`config.mk`:
```
export PLATFORM = sky130hd
export DESIGN_NAME = dmem_dump_unit
export DESIGN_NICKNAME = d
export VERILOG_FILES = /design/src/rtl/dmem_dump_unit.sv
export SDC_FILE = /design/constraint.sdc
export NUM_CORES = 1
export LEC_CHECK = 0
export BUFFER_PORTS_ARGS = -buffer_cell sky130_fd_sc_hd__buf_2
export CAP_MARGIN = 0
export CORE_UTILIZATION = 45
export CTS_CLUSTER_DIAMETER = 40
export DETAILED_ROUTE_END_ITERATION = 16
export GPL_TIMING_DRIVEN = 1
export PLACE_DENSITY = 0.81
export SYNTH_ARGS = -nofsm -noshare
export SYNTH_HDL_FRONTEND = slang
export SYNTH_SLANG_ARGS = --single-unit
```
`constraint.sdc`:
```
create_clock -name clk -period 2.67 [get_ports clk]
set_input_delay 0.267 -clock clk [delete_from_list [all_inputs] [get_ports clk]]
set_output_delay 0.267 -clock clk [all_outputs]
set_load 0.01 [all_outputs]
```
`src/rtl/dmem_dump_unit.sv`:
```
// End-of-program result extractor: on PC reaching END_PC, reads a window of
// data-memory words through a second read port and streams them out.
module dmem_dump_unit #(
    parameter logic [31:0] END_PC    = 32'h0000_008c,
    parameter int          BASE_WORD = 32,
    parameter int          COUNT     = 96,
    parameter int          LINE_LEN  = 16,
    parameter int          MEM_AW    = 8,
    parameter int          DATA_W    = 32
) (
    input  logic              clk,
    input  logic              reset,
    input  logic [31:0]       pc,
    output logic              mem_rd_en,
    output logic [MEM_AW-1:0] mem_addr,
    input  logic [DATA_W-1:0] mem_rdata,
    output logic [DATA_W-1:0] dump_data,
    output logic              dump_valid,
    input  logic              dump_ready,
    output logic              dump_line_end,
    output logic              dump_last,
    output logic              busy,
    output logic              done
);

    // state     | meaning
    // S_IDLE    | waiting for pc == END_PC
    // S_READ    | read strobe to port B for word BASE_WORD+idx
    // S_WAIT    | read data arrives, captured at the edge
    // S_PRESENT | word offered on the dump stream until accepted
    // S_DONE    | window delivered; sticky until reset

    if (COUNT < 1 || BASE_WORD + COUNT > (2 ** MEM_AW) ||
        LINE_LEN < 2 || (LINE_LEN & (LINE_LEN - 1)) != 0) begin : g_bad_param
        $error("dmem_dump_unit: illegal COUNT/BASE_WORD/LINE_LEN parameters");
    end

    localparam int IDX_W = $clog2(COUNT) + 1;

    typedef enum logic [2:0] {
        S_IDLE,
        S_READ,
        S_WAIT,
        S_PRESENT,
        S_DONE
    } state_t;

    state_t             state_q, state_d;
    logic [IDX_W-1:0]   idx_q, idx_d;
    logic [DATA_W-1:0]  data_q, data_d;
    logic [31:0]        idx_ext;
    logic               is_last;
    logic               is_line_end;

    assign idx_ext     = 32'(idx_q);
    assign is_last     = (idx_q == IDX_W'(COUNT - 1));
    assign is_line_end = (((idx_ext + 32'd1) & 32'(LINE_LEN - 1)) == 32'd0);

    always_ff @(posedge clk or posedge reset) begin
        if (reset) begin
            state_q <= S_IDLE;
            idx_q   <= '0;
            data_q  <= '0;
        end else begin
            state_q <= state_d;
            idx_q   <= idx_d;
            data_q  <= data_d;
        end
    end

    always_comb begin
        state_d       = state_q;
        idx_d         = idx_q;
        data_d        = data_q;
        mem_rd_en     = 1'b0;
        mem_addr      = '0;
        dump_valid    = 1'b0;
        dump_line_end = 1'b0;
        dump_last     = 1'b0;
        busy          = 1'b0;
        done          = 1'b0;

        case (state_q)
            S_IDLE: begin
                if (pc == END_PC) begin
                    state_d = S_READ;
                    idx_d   = '0;
                end
            end
            S_READ: begin
                mem_rd_en = 1'b1;
                mem_addr  = MEM_AW'(32'(BASE_WORD) + idx_ext);
                busy      = 1'b1;
                state_d   = S_WAIT;
            end
            S_WAIT: begin
                busy    = 1'b1;
                data_d  = mem_rdata;
                state_d = S_PRESENT;
            end
            S_PRESENT: begin
                busy          = 1'b1;
                dump_valid    = 1'b1;
                dump_line_end = is_line_end;
                dump_last     = is_last;
                if (dump_ready) begin
                    if (is_last) begin
                        state_d = S_DONE;
                    end else begin
                        idx_d   = idx_q + IDX_W'(1);
                        state_d = S_READ;
                    end
                end
            end
            S_DONE: begin
                done = 1'b1;
            end
            default: begin
                state_d = S_IDLE;
            end
        endcase
    end

    assign dump_data = data_q;

endmodule

```
==> results.md, run 1 <==
* Status: completed
* Part of the power in registers at 39.8%
* Most instantiated cells after synthesis: dfrtp_1, mux2_2, nand2_1, and2_1, nor4_1
* Worst slew pin tran at 0.809 ns
* Number of synthesized register bits at 43
* Routed WL per cell at 12.9 um
* RePlAce Congestion at 0.875
* Detailed Route WL at 4270 um
* P_sw at 1.05 mW
* Clock Path Buffers at 2
* CP max FO at 8
* Clock-pin slew on the worst setup and hold paths at 0.08 ns
* Worst reg2reg setup slack at 0.88 ns
* CP max-delay cell: dfrtp_1
* Initial drt markers at 47
* Power, Total at 2.98 mW
* Chip height at 69.5 um
* Synth Net Count at 234
* Layout Utilization at 62.9%
* Htree depth at 2
* DRT Pass-1 Iters at 4
* Slowest stage delay, CP at 0.47 ns
* CP Launch Type: flip-flop
* Mapped Area at 2050 sq um
* CP Capture Type: primary output
* Most common cell in the netlist: dfrtp_1
* First-pass GRT wire length at 7050 um
* Starting Density at 46.8%
* P_int at 1.93 mW
* Share of the synthesized area in the top cell type at 52.4%
* Routed vias/inst at 5.21
* Worst R2R Path Depth at 5
* Max_cap viols at 0
* Cell area after layout at 2760 sq um
* Final Max Slew Viols at 0
* Post-CTS sizing at 0
* Post-Synthesis Cells at 164
* Setup CP Type: flip-flop to primary output
* Peak supply drop at 0.000336 V
* Worst setup margin at 0.479 ns
* Sequential share of the synthesized area at 52.4%
* Finish-stage setup viols at 0
* Worst-skew pair later-pin latency at 0.29 ns
* CP required at 2.40 ns
* Number of antenna violations at the first check in global routing at 0
* Total core area at 4380 sq um
* Row count at 24
* HPWL Detailed at 3270 um
* Yosys cell types at 38
* Switching part of the total at 35.1%
* Filler cell count at 350
* Clk pwr share at 17.2%
* Leading area contributor after synthesis: dfrtp_1
* Setup Buffers After CTS at 0
* PwrDens at 1080 nW/um^2
* Synth-to-layout area growth at 34.4%
* Final Hold Vio Count at 0
* Min Clock Period, post-route at 2.19 ns
* Max_slew headroom at 45.7%
* Top delay family on crit path: simple AND/OR/NAND/NOR gates
* EDFF count, synth at 0
* Pre-CTS setup slack at 0.837 ns
* Critical Path AT at 1.92 ns
* Root Driver: clkbuf_8
* ANT cells at 0
* Post-synth top flop: dfrtp_1
* Top Ports at 113
* Leak at 1.36 nW
* Total GRT Usage at 18.4%
* Final net count at 348
* Layout cells sized above 1 at 57.3%
* Clock sink count at 43
* Largest net degree at the start of global routing at 33
* Residual DRC at 0
* Clock Skews at 0.00349 ns
* Max frequency at 456 MHz
* Cell Area, Placed at 2640 sq um
* Die ar. at 4840 sq um
* RSZ-0062 raised after global routing: no
* Comb power frac at 43.0%
* Synth area leaders: dfrtp_1, mux2_2, and2_1
* Vias in the first global route at 1,568
* Post-DRT Antenna Nets at 0
* Chip Width at 69.5 um
* Via Count at 1,723
* Reg2reg start: idx_q[0]
* YS warnings at 0
* Syn_area_per_cell at 12.5 sq um
* Cell Chain, Critical Path: ha_1 > nand4_2 > nor4_1 > buf_2
* RR Endpoint: idx_q[0]
* WP buf/inv at 1
* Hold Buf Count CTS at 0
* Min-delay worst type: primary input to async pin
* Worst path depth at 4
* Final Cycle Share at 82.1%
* IO Port Bufs at 112
* CTS tree: built
* Final setup TNS at 0 ns
* Remaining Overflow, GRT at 0
* Asr flop ratio synth at 100%
* Num CTS Buffers at 5
layout make-up:
class                   count  area, sq um  share of cell area (%)
repair buffers            114          576                    20.9
clock inverters             2         35.0                    1.27
inverters                   2         7.51                   0.272
multi-input cells         112          917                    33.2
well taps                  52         65.1                    2.36
flip-flops and latches     43         1080                    39.0
clock buffers               6         82.6                    2.99
metrics by stage:
step           hold slack, ns  cells
3_3_place_gp            0.340    323
6_report               0.0223    331
3_5_place_dp            0.360    323
2_1_floorplan           0.402    164
4_1_cts                0.0381    331
5_1_grt                0.0617    331
cell usage in the layout (no fill, tap or decap), drive strengths merged:
cell type  netlist  routed
mux2            33      33
o22ai            6       6
nor3b            3       3
a21o             1       1
bufinv           0       1
nand2b           2       2
nand3            2       2
buf              6     114
nand4            6       6
clkinv           0       2
clkbuf           1       6
nor4bb           1       1
nor3             3       3
or2              1       1
a31o             1       1
o41ai            1       1
a21oi            3       3
nor2             5       5
nand2           10      10
nor4             7       7
or4              1       1
o311ai           1       1
inv              2       1
nand3b           1       1
nor2b            1       1
ha               3       3
xor2             3       3
dfrtp           43      43
and2             8       8
nor4b            2       2
and3             2       2
a31oi            1       1
o21ai            4       4
cell families (layout without fill, tap and decap cells):
| group | count (synthesis) | after routing | share of synthesized area, % |
|---|---|---|---|
| xor gates and xnor gates | 3 | 3 | 1.28 |
| AOI/OAI and AO/OA | 18 | 18 | 6.34 |
| and+or+nand+nor | 55 | 55 | 17.1 |
| muxes | 33 | 33 | 18.1 |
| adders and majority gates | 3 | 3 | 1.83 |
| buffers and inverters | 9 | 124 | 2.92 |
| DFF | 43 | 43 | 52.4 |
metal layers:
metal  share of wire, %  vias to the layer above  global-route usage (%)  wire length (um)
met5                  0                        -                       0                 0
met4                1.9                        0                    7.94                81
met3                7.0                        8                    4.51               298
met2                 48                       86                    29.8              2050
met1                 43                      798                    23.5              1840
li1                   -                      831                       -                 -
how the worst max path moves through the flow:
| stage | from | endpoint | slack, ns |
|---|---|---|---|
| global placement | idx_q[0] | dump_last | 0.90 |
| global route | idx_q[0] | dump_last | 0.34 |
| detailed placement | idx_q[0] | dump_last | 0.84 |
| finish | idx_q[0] | dump_last | 0.48 |
| floorplan | idx_q[0] | dump_last | 1.01 |
| CTS | idx_q[0] | dump_last | 0.50 |
state kept, by name, indices dropped and copies added, names as in the netlist:
register and count:
dump_data 32, state_q 3, idx_q 8
power groups by stage:
stage          logic (mW)  registers, mW  clock network (mW)
5_1_grt              1.41           1.24               0.559
3_5_place_dp         1.30           1.20                   0
6_report             1.28           1.19               0.513
2_1_floorplan       0.773           1.28                   0
4_1_cts              1.30           1.19               0.538
3_3_place_gp         1.27           1.18                   0
Note: power is estimated with default switching activity, not from simulation.
==> run 2: changes to the inputs <==
--- a/config.mk
+++ b/config.mk
@@ -7,11 +7,11 @@
 export LEC_CHECK = 0
 export BUFFER_PORTS_ARGS = -buffer_cell sky130_fd_sc_hd__buf_2
 export CAP_MARGIN = 0
-export CORE_UTILIZATION = 45
+export CORE_UTILIZATION = 44
 export CTS_CLUSTER_DIAMETER = 40
 export DETAILED_ROUTE_END_ITERATION = 16
 export GPL_TIMING_DRIVEN = 1
-export PLACE_DENSITY = 0.81
+export PLACE_DENSITY = 0.79
 export SYNTH_ARGS = -nofsm -noshare
 export SYNTH_HDL_FRONTEND = slang
 export SYNTH_SLANG_ARGS = --single-unit
==> constraint.sdc (replaced) <==
create_clock -name clk -period 2.12 [get_ports clk]
set_input_delay 0.212 -clock clk [delete_from_list [all_inputs] [get_ports clk]]
set_output_delay 0.212 -clock clk [all_outputs]
set_load 0.01 [all_outputs]
==> run 2 against run 1 <==
Compared with the run above: sequential share of layout area decreased by 0.68 points; critical path depth unchanged; setup slack got worse by 0.33 ns; register-to-register slack got worse by 0.47 ns.
==> results.md, run 2 (synthesis gave the netlist of run 1 again) <==
* CP max FO at 7
* HPWL Detailed at 3230 um
* Top delay family on crit path: simple AND/OR/NAND/NOR gates
* Clk pwr share at 17.0%
* Launch point of the critical path: idx_q[1]
* Max_slew headroom at 66.1%
* Peak supply drop at 0.000516 V
* Die ar. at 4940 sq um
* Remaining Overflow, GRT at 0
* Worst setup margin at 0.148 ns
* PwrDens at 1350 nW/um^2
* WP buf/inv at 1
* HP Start: mem_rdata[7]
* Critical Path AT at 1.76 ns
* Final Cycle Share at 93.0%
* CP max-delay cell: dfrtp_1
* Cell Chain, Critical Path: ha_2 > nand4_2 > nor4_2 > buf_2
* Chip Width at 70.3 um
* Detailed Route WL at 4230 um
* Total core area at 4410 sq um
* Pre-CTS setup slack at 0.321 ns
* Num CTS Buffers at 5
* Power, Total at 3.80 mW
* Setup CP Type: flip-flop to primary output
* ANT cells at 0
* Max FFs per register at 32
* Starting Density at 46.5%
* Layout Utilization at 63.7%
* Routed vias/inst at 5.11
* DRT Pass-1 Iters at 4
* Initial drt markers at 75
* Largest net degree at the start of global routing at 44
* Routed WL per cell at 12.7 um
* CP required at 1.91 ns
* Row count at 24
* Max frequency at 507 MHz
* P_int at 2.48 mW
* Switching part of the total at 34.8%
* Post-DRT Antenna Nets at 0
* Worst slew pin tran at 0.507 ns
* Clock sink count at 43
* Number of antenna violations at the first check in global routing at 0
* Filler cell count at 348
* Vias in the first global route at 1,615
* Layout cells sized above 1 at 58.4%
* RePlAce Congestion at 0.817
* Min Clock Period, post-route at 1.97 ns
* Synth-to-layout area growth at 36.9%
* Root Driver: clkbuf_8
* Final Hold Vio Count at 0
* First-pass GRT wire length at 7060 um
* Reg2reg start: idx_q[1]
* Min-delay worst type: primary input to flip-flop
* Worst-skew pair later-pin latency at 0.29 ns
* Via Count at 1,702
* Comb power frac at 43.7%
* Clock-pin slew on the worst setup and hold paths at 0.08 ns
* Residual DRC at 0
* Total GRT Usage at 17.9%
* Final Max Slew Viols at 0
* Most frequent cells in the layout: buf_2, dfrtp_1, mux2_2, nand2_1, and2_1
* Max_cap viols at 0
* P_sw at 1.32 mW
* Clock Skews at 0.00610 ns
* Part of the power in registers at 39.3%
* Setup Buffers After CTS at 0
* IO Port Bufs at 112
* Leak at 1.37 nW
* Clock Path Buffers at 2
* Chip height at 70.3 um
* Top Ports at 113
* Final setup TNS at 0 ns
* CTS tree: built
* Most common cell after layout, fill and taps aside: buf_2
* Htree depth at 2
* Final net count at 350
* Status: completed
* Slowest stage delay, CP at 0.44 ns
* Finish-stage setup viols at 0
* CP Capture Type: primary output
* CP Launch Type: flip-flop
* RSZ-0062 raised after global routing: no
## run 2: changes by cell type in the layout (fill, tap and decap cells not counted)
cell / delta
nor4_1: -1
buf_4: -1
nor4_2: +1
dfrtp_1: -1
ha_1: -1
dfrtp_2: +1
dlygate4sd3_1: +1
buf_12: +2
ha_2: +1
## run 2: path summary, 6_finish.rpt
check,depth (start not counted),end,slack [ns]
min,2,dump_data[7],0.14
max in group asynchronous,4,idx_q[0],1.40
min in group asynchronous,4,dump_data[24],0.51
min reg2reg,1,dump_data[7],0.50
max,4,dump_last,0.15
max reg2reg,5,idx_q[0],0.41
## run 2: final cells by class
type	instances	area [sq um]	area share (%)
clock inverters	2	35.0	1.25
well taps	52	65.1	2.31
multi-input cells	112	926	32.9
clock buffers	6	82.6	2.94
inverters	2	7.51	0.267
flip-flops and latches	43	1080	38.3
repair buffers	116	618	22.0
## run 2: power groups by stage
stage	logic, mW	registers, mW	clock network (mW)
after floorplan	0.973	1.61	0
after global placement	1.65	1.48	0
after detailed placement	1.68	1.51	0
after CTS	1.69	1.49	0.668
after global routing	1.83	1.56	0.700
final	1.66	1.49	0.645
## run 2: through the flow
step,hold WS [ns],instance area (sq um),std cells
4_1_cts,0.135,2810,333
3_3_place_gp,0.264,2670,324
5_1_grt,0.136,2810,333
2_1_floorplan,0.347,2050,164
3_5_place_dp,0.272,2670,324
6_report,0.142,2810,333
## run 2: timing repair
action,in CTS,in global routing
gates cloned,0,0
setup endpoints to repair,1,1
hold buffers,1,0
resized for setup,1,2
endpoints found under the hold margin,43,0
## run 2: metal layers
| layer | wire [um] | part of all wire [%] | track usage [%] |
|---|---|---|---|
| met1 | 1860 | 44 | 22.1 |
| met2 | 2040 | 48 | 30.5 |
| met3 | 263 | 6.2 | 2.89 |
| met4 | 76 | 1.8 | 8.44 |
| met5 | 0 | 0 | 0 |
==> run 3: changes to the inputs <==
--- a/config.mk
+++ b/config.mk
@@ -7,6 +7,7 @@
 export LEC_CHECK = 0
 export BUFFER_PORTS_ARGS = -buffer_cell sky130_fd_sc_hd__buf_2
 export CAP_MARGIN = 0
+export CORE_ASPECT_RATIO = 1.25
 export CORE_UTILIZATION = 44
 export CTS_CLUSTER_DIAMETER = 40
 export DETAILED_ROUTE_END_ITERATION = 16
==> run 3 against run 2 <==
Compared with the run above: via count grew 0.53%; final area is essentially flat; clock-buffer cell count shrank 1; sequential cell count is the same; critical path depth is the same; setup slack gained 0.020 ns; first-iteration DRC count shrank 63%; clock power shrank 3.4%; global-route usage grew 0.72 points; sequential power is essentially flat; critical path type unchanged; largest cell class unchanged; largest power group unchanged.
==> results.md, run 3 (synthesis gave the netlist of run 1 again) <==
* Status: completed
* Row count at 27
* Cell Area, Placed at 2680 sq um
* Pre-CTS setup slack at 0.382 ns
* Num CTS Buffers at 5
* Via Count at 1,711
* Worst-skew pair later-pin latency at 0.29 ns
* Worst slew pin tran at 0.666 ns
* Cell area after layout at 2810 sq um
* Worst setup margin at 0.168 ns
* Clock Path Buffers at 2
* IO Port Bufs at 112
* CP Launch Type: flip-flop
* Max_slew headroom at 55.3%
* Most frequent cells in the layout: buf_2, dfrtp_1, mux2_2, nand2_1, and2_1
* CP max-delay cell: dfrtp_1
* Max frequency at 512 MHz
* Chip Width at 63.1 um
* PwrDens at 1350 nW/um^2
* Total GRT Usage at 18.7%
* Final Hold Vio Count at 0
* Finish-stage setup viols at 0
* Leak at 1.37 nW
* Most common cell after layout, fill and taps aside: buf_2
* Clock Skews at 0.00824 ns
* M1 wire length at 1730 um
* CP max FO at 7
* First-pass GRT wire length at 7200 um
* Residual DRC at 0
* Fin cells at 340
* Starting Density at 46.0%
* Remaining Overflow, GRT at 0
* Synth-to-layout area growth at 36.8%
* Largest net degree at the start of global routing at 33
* Htree depth at 2
* Final Max Slew Viols at 0
* Routed WL per cell at 12.8 um
* Top Ports at 113
* Detailed Route WL at 4350 um
* Initial drt markers at 28
* DP Cell Count at 331
* Routed vias/inst at 5.03
* Total core area at 4460 sq um
* Setup CP Type: flip-flop to primary output
* Max FFs per register at 32
* Power, Total at 3.78 mW
* Root Driver: clkbuf_8
* Top layer in use: met4
* Post-DRT Antenna Nets at 0
* CTS tree: built
* Routed wl met3 at 252 um
* CP required at 1.91 ns
* Chip height at 78.4 um
* Min-delay worst type: primary input to flip-flop
* Vias in the first global route at 1,653
* DRT Pass-1 Iters at 4
* Min Clock Period, post-route at 1.95 ns
* Slowest stage delay, CP at 0.45 ns
* Max_cap viols at 0
* Cell Chain, Critical Path: ha_2 > nand4_2 > nor4_2 > buf_2
* HPWL Detailed at 3490 um
* Number of antenna violations at the first check in global routing at 0
* Final Cycle Share at 92.1%
* Final setup TNS at 0 ns
* CP Capture Type: primary output
* Clock-pin slew on the worst setup and hold paths at 0.08 ns
* ANT cells at 0
* Clock sink count at 43
* RePlAce Congestion at 0.840
* Critical Path AT at 1.74 ns
* WL met2 at 2320 um
* RSZ-0062 raised after global routing: no
* Layout cells sized above 1 at 58.5%
* Die ar. at 4950 sq um
* Peak supply drop at 0.000535 V
* Filler cell count at 390
* Final net count at 351
[run 3: cell type report]
type	count	area (sq um)	area share (%)
sequential	43	1080	38.4
multi-input combinational	112	926	33.0
timing repair buffer	117	613	21.8
tap	58	72.6	2.58
clock buffer	5	68.8	2.45
clock inverter	3	43.8	1.56
inverter	2	7.51	0.267
[run 3: critical path: cells and delay by family, from the launching register on]
kind | cells | cell delay, ns
flip-flops | 1 | 0.45
buffers and inverters | 1 | 0.19
AND/OR/NAND/NOR | 2 | 0.52
adder cells (fa/ha/maj) | 1 | 0.29
[run 3: layer usage]
layer,vias to the layer above,GRT usage [%]
li1,841,-
met1,792,21.1
met2,73,34.4
met3,5,3.78
met4,0,6.28
met5,-,0
[run 3: final timing paths]
path,startpoint,to,slack (ns),cells after the start
setup / recovery,idx_q[1],dump_last,0.17,4
hold / removal,mem_rdata[31],dump_data[31],0.15,2
setup reg to reg,idx_q[1],idx_q[0],0.40,5
hold reg to reg,dump_data[8],dump_data[8],0.50,1
max in group asynchronous,reset,idx_q[0],1.04,4
min in group asynchronous,reset,dump_data[13],0.48,3
[run 3: repair_timing]
action                                 CTS  global route
hold buffers                             1             0
buffers inserted                         0             0
gates resized for setup                  0             3
setup endpoints to repair                0             1
endpoints found under the hold margin   19             0
[run 3: stage by stage]
stage / hold slack, ns / utilization [%]
after global routing: 0.131 / 63.0
after floorplan: 0.347 / -
final: 0.150 / 63.0
after CTS: 0.139 / 62.8
after global placement: 0.253 / 60.0
after detailed placement: 0.247 / 60.0
[run 3: power by group]
| group | switching, mW | internal (mW) |
|---|---|---|
| registers | 0.282 | 1.21 |
| logic | 0.782 | 0.882 |
| clock network | 0.272 | 0.351 |
| total | 1.34 | 2.45 |
